**src/rtl/uart_pkg.sv**
```systemverilog
`default_nettype none
// ============================================================================
//  Module      : uart_pkg
//  Description : Definitions shared by the UART transmit and receive paths.
//                Holds the baud-rate table and its select values, the frame
//                length, the transmitter state encoding, the divisor
//                calculation and the parity function.
//  Revision    : 1.0 - initial release
// ============================================================================
package uart_pkg;

   // Every frame occupies this many bit times; unused slots are sent as mark.
   localparam int unsigned FRAME_BITS = 11;

   // Baud select values
   localparam logic [3:0] BAUD_SEL_300    = 4'd0;
   localparam logic [3:0] BAUD_SEL_1200   = 4'd1;
   localparam logic [3:0] BAUD_SEL_2400   = 4'd2;
   localparam logic [3:0] BAUD_SEL_4800   = 4'd3;
   localparam logic [3:0] BAUD_SEL_9600   = 4'd4;
   localparam logic [3:0] BAUD_SEL_19200  = 4'd5;
   localparam logic [3:0] BAUD_SEL_38400  = 4'd6;
   localparam logic [3:0] BAUD_SEL_57600  = 4'd7;
   localparam logic [3:0] BAUD_SEL_115200 = 4'd8;
   localparam logic [3:0] BAUD_SEL_230400 = 4'd9;
   localparam logic [3:0] BAUD_SEL_460800 = 4'd10;
   localparam logic [3:0] BAUD_SEL_921600 = 4'd11;

   localparam int unsigned BAUD_NUM_RATES = 12;
   localparam int unsigned BAUD_RATES [BAUD_NUM_RATES] = '{
      300, 1200, 2400, 4800, 9600, 19200,
      38400, 57600, 115200, 230400, 460800, 921600
   };
   // Select values past the end of the table fall back to this rate.
   localparam int unsigned BAUD_DEFAULT = 115200;

   typedef enum logic [0:0] {
      IDLE  = 1'b0,
      SHIFT = 1'b1
   } tx_state_t;

   function automatic int unsigned baud_rate(input logic [3:0] sel);
      return ({28'd0, sel} < BAUD_NUM_RATES) ? BAUD_RATES[sel] : BAUD_DEFAULT;
   endfunction

   // Clocks per bit, rounded to nearest.
   function automatic int unsigned baud_divisor(input int unsigned clk_hz,
                                                input logic [3:0]  sel);
      int unsigned rate;
      rate = baud_rate(sel);
      return (clk_hz + rate / 2) / rate;
   endfunction

   // Even parity is the XOR of the active data bits, odd parity its inverse.
   function automatic logic parity(input logic [7:0] data,
                                   input logic       eight,
                                   input logic       odd);
      logic x;
      x = eight ? ^data : ^data[6:0];
      return x ^ odd;
   endfunction

endpackage
`default_nettype wire

```
**src/rtl/uart_tx_engine_if.sv**
```systemverilog
`default_nettype none
// ============================================================================
//  Module      : uart_tx_engine_if
//  Description : Host-side handshake and line signals of the UART transmitter.
//                master : host side (drives byte, format, start request)
//                slave  : transmit engine (drives tx, tx_ready, tx_done)
//  Signals     : tx_data[7:0], tx_start, baud_sel[3:0], eight, pen, ohel
//                (host -> engine); tx, tx_ready, tx_done (engine -> host)
//  Revision    : 1.0 - initial release
// ============================================================================
interface uart_tx_engine_if;
   logic [7:0] tx_data;
   logic       tx_start;
   logic [3:0] baud_sel;
   logic       eight;
   logic       pen;
   logic       ohel;
   logic       tx;
   logic       tx_ready;
   logic       tx_done;

   modport master (
      output tx_data, tx_start, baud_sel, eight, pen, ohel,
      input  tx, tx_ready, tx_done
   );

   modport slave (
      input  tx_data, tx_start, baud_sel, eight, pen, ohel,
      output tx, tx_ready, tx_done
   );
endinterface
`default_nettype wire

```
**src/rtl/uart_baud_gen.sv**
```systemverilog
`default_nettype none
// ============================================================================
//  Module      : uart_baud_gen
//  Description : Bit-period timer. On i_clear the divisor for i_baud_sel is
//                latched and the count restarts; while i_en is high the
//                counter runs 0..D-1 and o_bit_tick is high in the last
//                clock of each bit period.
//  Ports       : clk, reset (async, active-high)
//                i_baud_sel[3:0] - rate index, used only on i_clear
//                i_clear         - restart counter and latch divisor
//                i_en            - count enable
//                o_bit_tick      - one-cycle end-of-bit strobe
//  Revision    : 1.0 - initial release
// ============================================================================
module uart_baud_gen
   import uart_pkg::*;
#(
   parameter int unsigned CLK_HZ = 100_000_000,
   parameter int unsigned DIV_W  = 20
) (
   input  wire logic       clk,
   input  wire logic       reset,
   input  wire logic [3:0] i_baud_sel,
   input  wire logic       i_clear,
   input  wire logic       i_en,
   output logic            o_bit_tick
);

   // Terminal counts (D-1) for every select value, fixed at elaboration.
   logic [DIV_W-1:0] w_term_tab [16];
   logic [DIV_W-1:0] r_term;
   logic [DIV_W-1:0] r_cnt;
   logic             w_tick;

   for (genvar gi = 0; gi < 16; gi++) begin : g_term_tab
      assign w_term_tab[gi] = DIV_W'(baud_divisor(CLK_HZ, 4'(gi)) - 32'd1);
   end

   assign w_tick     = i_en && (r_cnt == r_term);
   assign o_bit_tick = w_tick;

   always_ff @(posedge clk or posedge reset) begin
      if (reset) begin
         r_term <= '0;
         r_cnt  <= '0;
      end else if (i_clear) begin
         r_term <= w_term_tab[i_baud_sel];
         r_cnt  <= '0;
      end else if (i_en) begin
         r_cnt  <= w_tick ? '0 : r_cnt + DIV_W'(1);
      end
   end

endmodule
`default_nettype wire

```
**src/rtl/uart_tx_engine.sv**
```systemverilog
`default_nettype none
// ============================================================================
//  Module      : uart_tx_engine
//  Description : UART transmitter. Accepts a byte on tx_start/tx_ready and
//                sends an 11-bit-time frame LSB first: start, 7 or 8 data
//                bits, optional parity, mark padding and stop.
//  Ports       : clk, reset (async, active-high)
//                bus (uart_tx_engine_if.slave): tx_data, tx_start, baud_sel,
//                eight, pen, ohel in; tx, tx_ready, tx_done out
//  Revision    : 1.0 - initial release
// ============================================================================
module uart_tx_engine
   import uart_pkg::*;
#(
   parameter int unsigned CLK_HZ = 100_000_000,
   parameter int unsigned DIV_W  = 20
) (
   input wire logic        clk,
   input wire logic        reset,
   uart_tx_engine_if.slave bus
);

   tx_state_t             r_state;
   tx_state_t             w_state_nxt;
   logic [FRAME_BITS-1:0] r_shift;
   logic [3:0]            r_bit;
   logic [FRAME_BITS-1:0] w_frame;
   logic                  w_par;
   logic                  w_tick;
   logic                  w_last;
   logic                  w_accept;
   logic                  w_ready;
   logic                  w_done;

   assign w_par   = parity(bus.tx_data, bus.eight, bus.ohel);
   // {b10 .. b0}; slots not used by data or parity are mark.
   assign w_frame = {1'b1,
                     bus.eight ? (bus.pen ? w_par : 1'b1) : 1'b1,
                     bus.eight ? bus.tx_data[7] : (bus.pen ? w_par : 1'b1),
                     bus.tx_data[6:0],
                     1'b0};

   assign w_last = (r_bit == 4'(FRAME_BITS - 1));

   uart_baud_gen #(
      .CLK_HZ (CLK_HZ),
      .DIV_W  (DIV_W)
   ) u_baud_gen (
      .clk        (clk),
      .reset      (reset),
      .i_baud_sel (bus.baud_sel),
      .i_clear    (w_accept),
      .i_en       (r_state == SHIFT),
      .o_bit_tick (w_tick)
   );

   always_ff @(posedge clk or posedge reset) begin
      if (reset) r_state <= IDLE;
      else       r_state <= w_state_nxt;
   end

   // The last clock of the stop bit doubles as an accept window so that a
   // waiting byte follows with no idle gap on the line.
   always_comb begin
      w_state_nxt = r_state;
      w_ready     = 1'b0;
      w_accept    = 1'b0;
      w_done      = 1'b0;
      case (r_state)
         IDLE: begin
            w_ready = 1'b1;
            if (bus.tx_start) begin
               w_accept    = 1'b1;
               w_state_nxt = SHIFT;
            end
         end
         SHIFT: begin
            if (w_tick && w_last) begin
               w_done  = 1'b1;
               w_ready = 1'b1;
               if (bus.tx_start) w_accept    = 1'b1;
               else              w_state_nxt = IDLE;
            end
         end
         default: w_state_nxt = IDLE;
      endcase
   end

   // The line is driven straight from r_shift[0]; the register rests at
   // all-ones so the idle line is mark.
   always_ff @(posedge clk or posedge reset) begin
      if (reset) begin
         r_shift <= '1;
         r_bit   <= '0;
      end else if (w_accept) begin
         r_shift <= w_frame;
         r_bit   <= '0;
      end else if (w_tick) begin
         r_shift <= {1'b1, r_shift[FRAME_BITS-1:1]};
         r_bit   <= r_bit + 4'd1;
      end
   end

   assign bus.tx       = r_shift[0];
   assign bus.tx_ready = w_ready;
   assign bus.tx_done  = w_done;

endmodule
`default_nettype wire

```
**src/flat_wrapper.sv**
```systemverilog
// flat-port wrapper written by rule: the top's interface ports become plain ports
module uart_tx_engine_flat import uart_pkg::*;
#(
   parameter int unsigned CLK_HZ = 100_000_000,
   parameter int unsigned DIV_W  = 20
)
  (clk, reset, bus_tx_data, bus_tx_start, bus_baud_sel, bus_eight, bus_pen, bus_ohel, bus_tx, bus_tx_ready, bus_tx_done);
  uart_tx_engine_if bus_i ();
  input wire logic clk;
  input wire logic reset;
  input wire logic [$bits(bus_i.tx_data)-1:0] bus_tx_data;
  input wire logic [$bits(bus_i.tx_start)-1:0] bus_tx_start;
  input wire logic [$bits(bus_i.baud_sel)-1:0] bus_baud_sel;
  input wire logic [$bits(bus_i.eight)-1:0] bus_eight;
  input wire logic [$bits(bus_i.pen)-1:0] bus_pen;
  input wire logic [$bits(bus_i.ohel)-1:0] bus_ohel;
  output wire logic [$bits(bus_i.tx)-1:0] bus_tx;
  output wire logic [$bits(bus_i.tx_ready)-1:0] bus_tx_ready;
  output wire logic [$bits(bus_i.tx_done)-1:0] bus_tx_done;
  assign bus_i.tx_data = bus_tx_data;
  assign bus_i.tx_start = bus_tx_start;
  assign bus_i.baud_sel = bus_baud_sel;
  assign bus_i.eight = bus_eight;
  assign bus_i.pen = bus_pen;
  assign bus_i.ohel = bus_ohel;
  assign bus_tx = bus_i.tx;
  assign bus_tx_ready = bus_i.tx_ready;
  assign bus_tx_done = bus_i.tx_done;
  uart_tx_engine #(.CLK_HZ(CLK_HZ), .DIV_W(DIV_W)) u_core (.clk(clk), .reset(reset), .bus(bus_i));
endmodule
```
**config.mk**
```make
export PLATFORM = sky130hd
export DESIGN_NAME = uart_tx_engine_flat
export DESIGN_NICKNAME = d
export VERILOG_FILES = /design/src/rtl/uart_pkg.sv /design/src/rtl/uart_tx_engine_if.sv /design/src/rtl/uart_baud_gen.sv /design/src/rtl/uart_tx_engine.sv /design/src/flat_wrapper.sv
export SDC_FILE = /design/constraint.sdc
export NUM_CORES = 1
export LEC_CHECK = 0
export ABC_AREA = 1
export ABC_CLOCK_PERIOD_IN_PS = 2410
export CAP_MARGIN = 20
export CELL_PAD_IN_SITES_DETAIL_PLACEMENT = 1
export CELL_PAD_IN_SITES_GLOBAL_PLACEMENT = 2
export CORE_UTILIZATION = 31
export DETAILED_ROUTE_END_ITERATION = 7
export PLACE_DENSITY_LB_ADDON = 0.1
export SYNTH_ARGS = -nofsm -noshare
export SYNTH_HDL_FRONTEND = slang
export SYNTH_HIERARCHICAL = 1
export SYNTH_SLANG_ARGS = --single-unit
export TNS_END_PERCENT = 100
```
**constraint.sdc**
```tcl
create_clock -name clk -period 2.41 [get_ports clk]
set_input_delay 0.482 -clock clk [delete_from_list [all_inputs] [get_ports clk]]
set_output_delay 0.482 -clock clk [all_outputs]
set_load 0.01 [all_outputs]
```
* Word level (Yosys, flattened, before mapping) *
Memories as Yosys holds them, arrays and structs flattened. A register that Yosys moved wholly into a read port is not among the register bits.
Cells that the tools add are included.

storage, ports and cells
  output and inout bits = 3
  logic and storage cells = 37
  ROM bits = 320
  bits in registers = 36
  memories kept = 1
  input port bits = 18

operators by class
  mux-type cells = 19
  bitwise logic cells = 3
  reduce and logical (&&, ||, !) cells = 6
  equality and inequality tests = 2
  add/sub/neg operators = 2

memories
  name             depth  width  read ports  clocked after Yosys merged registers in  wr ports  line                 text
  (no name shown)  16     20     1           1                                        0         uart_baud_gen.sv:47  r_term <= w_term_tab[i_baud_sel];

operator list
  operator                                                          number
  20-bit two-way mux                                                3
  11-bit two-way mux                                                2
  20-bit by 1-bit adder with 20-bit output (second input constant)  1
  20-bit == test                                                    1
  1-bit two-way mux                                                 9
  4-bit two-way mux                                                 2
  8-bit parity                                                      1
  7-bit parity                                                      1
  1-bit one-hot mux with 2 select lines                             3
  4-bit NOT with 5-bit output                                       1
  4-bit by 1-bit adder with 4-bit output (second input constant)    1
  4-bit == test (second input constant)                             1
  2-bit nonzero test                                                2
  1-bit logical AND                                                 2
  1-bit NOT                                                         1
  1-bit XOR                                                         1

* Longest topological paths before layout *
Gate-level depths: netlist (run 1).

  depth after elaboration = 6
  mapped depth = 19
  mapped depth without buffers = 17

* By module *
Netlist (run 1), hierarchy kept.

modules (own cells, without submodules)
  module          sequential area each (sq um)  times used  area each (sq um)  cells an instance
  uart_baud_gen   950.9                         1           2529.9             369
  uart_tx_engine  387.9                         1           899.6              117

* Worst setup path before layout (run 1) *
No wires, ideal clock.

  path kind = register -> register
  start point = register u_core.u_baud_gen.r_cnt[14]
  end point = register u_core.u_baud_gen.r_cnt[6]
  setup time = 0.083 ns
  buffers on the path = 3
  stages on the path, launching flop included = 19
  slack = -0.119 ns
  data arrival time = 2.446 ns
  required time = 2.327 ns
  cells stage by stage = dfrtp_1 buf_6 xnor2_1 nand3_1 nor3_1 nand3b_1 nor2_1 nand4_2 nand2_2 nand2_4 inv_2 buf_6 buf_2 nor2_1 nor2_2 o21ai_0 a21oi_1 nand2_1 o21ai_0

on the way
  word-level cells in the longest chain between the ends = 6

ends and longest elaborated chain
  element                                                          line                  text
  start: declaration                                               uart_baud_gen.sv:32   logic [DIV_W-1:0] r_cnt;
  start signal: assignment                                         uart_baud_gen.sv:50   r_cnt <= w_tick ? '0 : r_cnt + DIV_W'(1);
  20-bit == test *                                                 uart_baud_gen.sv:39   assign w_tick = i_en && (r_cnt == r_term);
  1-bit logical AND *                                              uart_baud_gen.sv:39
  named net u_core.w_tick                                          uart_tx_engine.sv:29  logic w_tick;
  1-bit logical AND *                                              uart_tx_engine.sv:78  if (w_tick && w_last) begin
  1-bit two-way mux *                                              uart_tx_engine.sv:78
  1-bit one-hot mux with 2 select lines *                          uart_tx_engine.sv:69  case (r_state)
  named net u_core.w_accept                                        uart_tx_engine.sv:31  logic w_accept;
  20-bit two-way mux / 2-bit nonzero test (equally long branches)  --

Mark *: on every way through the listed nets, which the timed path passes. The rest lies on a longest branch. The select of a mux whose other input is x is not followed.
A chain may end at the register's enable or synchronous reset.

* Worst setup path in the final report (run 1) *
  start point = register u_core.u_baud_gen.r_cnt[14]
  end point = output port bus_tx_done

on the way
  word-level cells in the longest chain between the ends = 5

ends and longest elaborated chain
  element                  line                  text
  20-bit == test           uart_baud_gen.sv:39
  1-bit logical AND        uart_baud_gen.sv:39
  named net u_core.w_tick  uart_tx_engine.sv:29
  1-bit logical AND        uart_tx_engine.sv:78
  1-bit two-way mux        uart_tx_engine.sv:78
  1-bit two-way mux        uart_tx_engine.sv:69
  end: declaration         flat_wrapper.sv:19    output wire logic [$bits(bus_i.tx_done)-1:0] bus_tx_done;

The timed path passes the listed nets, and every way through them passes these cells.

==> flow_summary.ini, run 1 <==
[logic_synthesis]
synth_area_leaders = dfrtp_1 31%, nand2_1 18%, dfstp_2 7.7%
synth.net_count = 511
ys_top_cells_by_count = 166 x nand2_1, 62 x inv_1, 47 x nand3_1, 45 x nor2_1, 43 x dfrtp_1
yosysSeqAreaShare = 0.390
yosysUniqueCellTypes = 38
synth_warnings = 6
synth_top_area_share = 0.314
ys_seq_elements = 53
avgSynthCellArea_um2 = 7.06
synth_area_mm2 = 0.00343
synth-edff-count = 0
yosysMostFrequentCell = nand2_1
ys_async_sr_fraction = 1.00
yosysTopAreaCell = dfrtp_1
synthFlopType = dfrtp_1
syn_inst = 486

[setup_path]
worst_r2r_path_depth = 12
r2r_slack_ns = 0.05
crit_fanout = 2
endpoint_kind = primary output
startpoint_type = register
required_ns = 1.93
critPathKind = register to primary output
crit_arrival_ns = 1.96

[timing]
skew_ns = 0.00775
min_period_ns = 2.45
final-hold-violation-count = 0
clock.fmax_ghz = 0.409
setup_tns_ns = -0.0496
setup_violations = 2
drv_slew = 0
hold_ws_ns = 0.491
setup_slack_ns = -0.0351
rsz0062_at_grt = yes
period_share = 1.01
worst_pin_slew_ns = 0.593
relSlewSlack = 0.604

[finish]
nNetsFinal = 581
final_core_util = 0.410
fin_area_mm2 = 0.00443
antennaDiodeCount = 0
area_delta_synth_final_pct = 29.0
drive_gt1_frac = 0.232
fill_cells = 1381

[clocking]
htreeDepth = 2
clock-sinks = 53
cts-root-buf = clkbuf_8
cts_tree = done
numCtsBuffers = 5
cts_hold_buffers = 0
clk_pin_slew_ns = 0.11
insertion_delay_ns = 0.33
clockBufferDepth = 2

[pwr]
p_sw_uw = 400
power_frac_comb = 0.075
p_per_area_mw_per_mm2 = 348
clock_power_share = 0.347
netSwitchingFraction = 0.260
p_leak_uw = 0.00224
seq_power_share = 0.577
irDropWorstVdd_mv = 0.238
internal_power_uw = 1140

[min_path]
hold_class = register to register
holdPathStages = 2

[global_routing]
grt_overflow = 0
first_global_vias = 3397
grt_pass1_wl_mm = 18.2
antenna_found_initial = 0
grt_usage = 0.208
grt_max_degree = 39

[placed_design]
dpl_worst_slack_ns = -0.262
io_buffers = 20
place_congestion = 0.778
dp_hpwl_mm = 8.29
placed_area_mm2 = 0.00409

[drt]
detail_route.wl_per_cell_um = 15.4
vias = 3277
drt_iter0_markers = 118
routed_wl_mm = 10.7
antenna_left = 0
first_pass_iters = 4
viasPerCell = 4.70
drc = 0

[floorplan]
rows = 38
design.die.area_mm2 = 0.0115
dieHeight_um = 107
initial_core_util = 0.318
core_mm2 = 0.0108
die_w_um = 107
io_pins = 21

[run_status]
violations = negative setup slack
status = finished, violations left

[job]
maxCapViolations = 0
==> cell type report <==
class	count	area, µm²	share of cell area
Clock buffer	6	72.6	0.0164
Clock inverter	2	15.0	0.00339
Inverter	69	278	0.0628
Multi-Input combinational cell	352	1910	0.432
Sequential cell	53	1340	0.303
Tap cell	140	175	0.0396
Timing Repair Buffer	75	632	0.143
==> what timing repair did <==
action | CTS | global route
endpoints found under the setup margin | 40 | 45
buffers inserted | 5 | 2
resized for setup | 23 | 39
endpoints found under the hold margin | 0 | 0
pin swaps | 9 | 26
cloned | 1 | 0
==> cells by family (layout without fill, tap and decap cells) <==
kind of cell               Yosys count  in the layout  synth area share
AOI/OAI and AO/OA                   42             42            0.0792
adders and majority gates            7              7            0.0255
buffers and inverters               81            152            0.0981
xor gates and xnor gates            17             17            0.0434
DFF                                 53             53             0.390
and+or+nand+nor                    286            286             0.363
==> path summary, 6_finish.rpt <==
| check | start | to |
|---|---|---|
| setup / recovery | u_core/u_baud_gen/r_cnt[14] | bus_tx_done |
| setup reg to reg | u_core/u_baud_gen/r_cnt[14] | u_core/u_baud_gen/r_term[16] |
| min in group asynchronous | reset | u_core/r_bit[3] |
| hold / removal | u_core/r_shift[8] | u_core/r_shift[8] |
| max in group asynchronous | reset | u_core/u_baud_gen/r_cnt[14] |
| hold reg to reg | u_core/r_shift[8] | u_core/r_shift[8] |
==> power groups by stage <==
stage               combinational [µW]  clock [µW]  sequential [µW]
detailed placement                 116           0              906
global route                       131         594              890
global placement                   113           0              906
floorplan                         58.1           0              906
CTS                                117         569              890
finish                             116         535              890
==> layout by cell type (no fill, tap or decap), types with 5 or more instances in the layout <==
cell / n
buf_4: 49
buf_6: 7
clkbuf_8: 5
clkdlybuf4s50_1: 18
dfrtp_1: 42
dfstp_2: 10
ha_1: 7
inv_1: 60
inv_2: 6
nand2_1: 160
nand2_2: 6
nand3_1: 36
nand3_2: 15
nor2_1: 40
nor2_2: 6
o211ai_1: 9
o21ai_0: 9
xnor2_1: 7
xor2_1: 9
==> metal layers <==
| layer | track usage | part of all wire | up-vias |
|---|---|---|---|
| met1 | 0.301 | 0.51 | 1559 |
| met4 | 0.0519 | 0.0097 | 0 |
| met5 | 0 | 0 | - |
| li1 | - | - | 1685 |
| met3 | 0.0298 | 0.020 | 7 |
| met2 | 0.324 | 0.46 | 26 |
==> sequential cells by signal (all words and copies together) (netlist names) <==
| register | count |
|---|---|
| u_core/r_bit | 4 |
| u_core/r_state | 1 |
| u_core/u_baud_gen/r_cnt | 20 |
| u_core/r_shift | 10 |
| u_core/u_baud_gen/r_term | 18 |
==> worst max-delay path, cell delays in order, from the launching register on <==
cell	delay [ns]
dfrtp_2	0.45
xnor2_2	0.21
nand3_1	0.11
nor3_2	0.20
nand3b_1	0.15
nor2_4	0.16
nand4_4	0.11
nor2_1	0.10
buf_2	0.13
==> through the flow <==
stage	power (µW)	instances
2_1_floorplan	964	486
3_3_place_gp	1020	681
3_5_place_dp	1020	681
4_1_cts	1580	695
5_1_grt	1620	697
6_report	1540	697
Power figures use the tool's default switching activity.
==> run 2, diff against run 1 <==
Settings changed: ABC_CLOCK_PERIOD_IN_PS 2410 to 2800, CORE_UTILIZATION 31 to 34.
Clock period 2.41 ns to 2.8 ns, I/O delays scaled along.
==> run 2 against run 1 <==
  * The run now ends clean
  * Total power down 8.2%
  * Design area down 9.5%
  * Register-to-register slack better by 0.15 ns
  * Clock power up 3%
  * Combinational power down 16%
  * Non-clock buffer count down 37
  * Hold slack worse by 0.012 ns
  * Worst setup slack better by 0.17 ns
  * Final cell count down 6.3%
  * Sequential share of layout area up 3.2 points
  * Largest cell class unchanged
  * Largest power group unchanged
==> flow_summary.ini, run 2 (synthesis gave the netlist of run 1 again) <==
[setup_path]
endpoint_kind = primary output
crit_arrival_ns = 2.10
crit_fanout = 3
startpoint_type = register
critPathKind = register to primary output
required_ns = 2.24

[global_routing]
grtUsageMet2 = 0.336
antenna_found_initial = 0
grt_usage = 0.212
grt_overflow = 0
first_global_vias = 3179
grt_max_degree = 39
grt.busiest_layer = met2
grt_pass1_wl_mm = 16.8
gr-usage-met3 = 0.0287
use_met1 = 0.307

[finish]
final_common_cell = nand2_1
antennaDiodeCount = 0
nNetsFinal = 544
largest_register = u_core/u_baud_gen/r_cnt
final_cell_mix = 166 x nand2_1, 62 x inv_1, 47 x nand3_1
drive_gt1_frac = 0.121
reg_top3 = u_core/u_baud_gen/r_cnt x20, u_core/u_baud_gen/r_term x18, u_core/r_shift x10
area_delta_synth_final_pct = 16.8
final_core_util = 0.410
largest_reg_flops = 20

[pwr]
p_sw_uw = 341
power_frac_comb = 0.069
netSwitchingFraction = 0.241
clock_power_share = 0.389
internal_power_uw = 1070
power_uw = 1410
p_per_area_mw_per_mm2 = 353
seq_power_share = 0.542
p_leak_uw = 0.00202
irDropWorstVdd_mv = 0.157

[clocking]
cts_tree = done
htreeDepth = 2
cts_hold_buffers = 0
cts-root-buf = clkbuf_8
clock-sinks = 53
clockBufferDepth = 2
numCtsBuffers = 5
clk_pin_slew_ns = 0.11
cts_setup_buffers = 0
insertion_delay_ns = 0.32

[timing]
setup_slack_ns = 0.136
worst_pin_slew_ns = 0.585
final-hold-violation-count = 0
drv_slew = 0
setup_violations = 0
hold_ws_ns = 0.479
clock.fmax_ghz = 0.375
min_period_ns = 2.66
period_share = 0.951
relSlewSlack = 0.610
skew_ns = 0.0107

[drt]
antenna_left = 0
vias = 3183
detail_route.wl_per_cell_um = 15.5
viasPerCell = 4.87
drt_iter0_markers = 135
first_pass_iters = 4
routed_wl_mm = 10.1
drc = 0

[job]
maxCapViolations = 0

[run_status]
status = finished, final reports clean

[placed_design]
dp_hpwl_mm = 7.84
dpl_worst_slack_ns = -0.0731
io_buffers = 20
place_congestion = 0.823

[floorplan]
core_mm2 = 0.00977
dieHeight_um = 102
io_pins = 21
rows = 36
initial_core_util = 0.351
design.die.area_mm2 = 0.0105
die_w_um = 102

[min_path]
hold_class = register to register
==> run 2: changes by cell type in the layout (fill, tap and decap cells not counted), moves of 3 or more <==
cell | before | now
buf_4 | 49 | 18
nand3_1 | 36 | 47
nand3_2 | 15 | 4
buf_6 | 7 | 0
nand2_1 | 160 | 166
nand2_2 | 6 | 2
o21ai_0 | 9 | 13
a21oi_1 | 4 | 7
a21oi_2 | 3 | 0
clkinvlp_4 | 3 | 0
nor2_1 | 40 | 43
==> run 2: worst paths after layout <==
check	to	start	cells after the start	slack, ns
setup reg to reg	u_core/u_baud_gen/r_cnt[6]	u_core/u_baud_gen/r_cnt[19]	18	0.20
hold reg to reg	u_core/r_shift[8]	u_core/r_shift[8]	2	0.48
setup / recovery	bus_tx_done	u_core/u_baud_gen/r_cnt[19]	10	0.14
max in group asynchronous	u_core/u_baud_gen/r_cnt[0]	reset	3	1.70
min in group asynchronous	u_core/r_bit[2]	reset	2	0.63
hold / removal	u_core/r_shift[8]	u_core/r_shift[8]	2	0.48
==> run 2: power by group through the flow <==
stage	logic (µW)	registers [µW]	clock network (µW)
CTS	99.9	766	570
global placement	97.3	780	0
detailed placement	99.6	780	0
global route	110	766	596
floorplan	50.0	780	0
finish	97.8	766	550
==> run 2: area by class of cell <==
type / count / area (µm²)
clock buffer: 6 / 72.6
clock inverter: 2 / 38.8
fill: 1242 / 5770
inverter: 69 / 260
multi-input combinational: 352 / 1790
sequential: 53 / 1340
tap: 133 / 166
timing repair buffer: 38 / 334
==> run 2: repair_timing <==
| item | in CTS | in global routing |
|---|---|---|
| gates resized for setup | 8 | 5 |
| pin swaps | 1 | 0 |
| setup endpoints to repair | 3 | 3 |
==> run 2: critical path, cell delays in order (launching register included) <==
cell	delay [ns]
dfrtp_1	0.39
inv_1	0.09
nand2_1	0.09
nor2_4	0.12
nand3_1	0.10
nor3b_2	0.18
nand3b_1	0.16
nor2_4	0.17
nand4_2	0.12
nor2_1	0.09
dlygate4sd2_1	0.27
==> run 2: metal layers <==
metal | vias up | part of all wire
met5 | - | 0
met4 | 0 | 0.0055
met3 | 5 | 0.019
met2 | 31 | 0.45
met1 | 1548 | 0.52
li1 | 1599 | -
==> run 2: per-stage QoR <==
| step | TNS (ns) | area, µm² | cells |
|---|---|---|---|
| global placement | -0.185 | 3850 | 645 |
| floorplan | 0 | 3430 | 486 |
| finish | 0 | 4010 | 653 |
| detailed placement | -0.171 | 3850 | 645 |
| CTS | 0 | 3990 | 653 |
| global route | -0.0601 | 4010 | 653 |
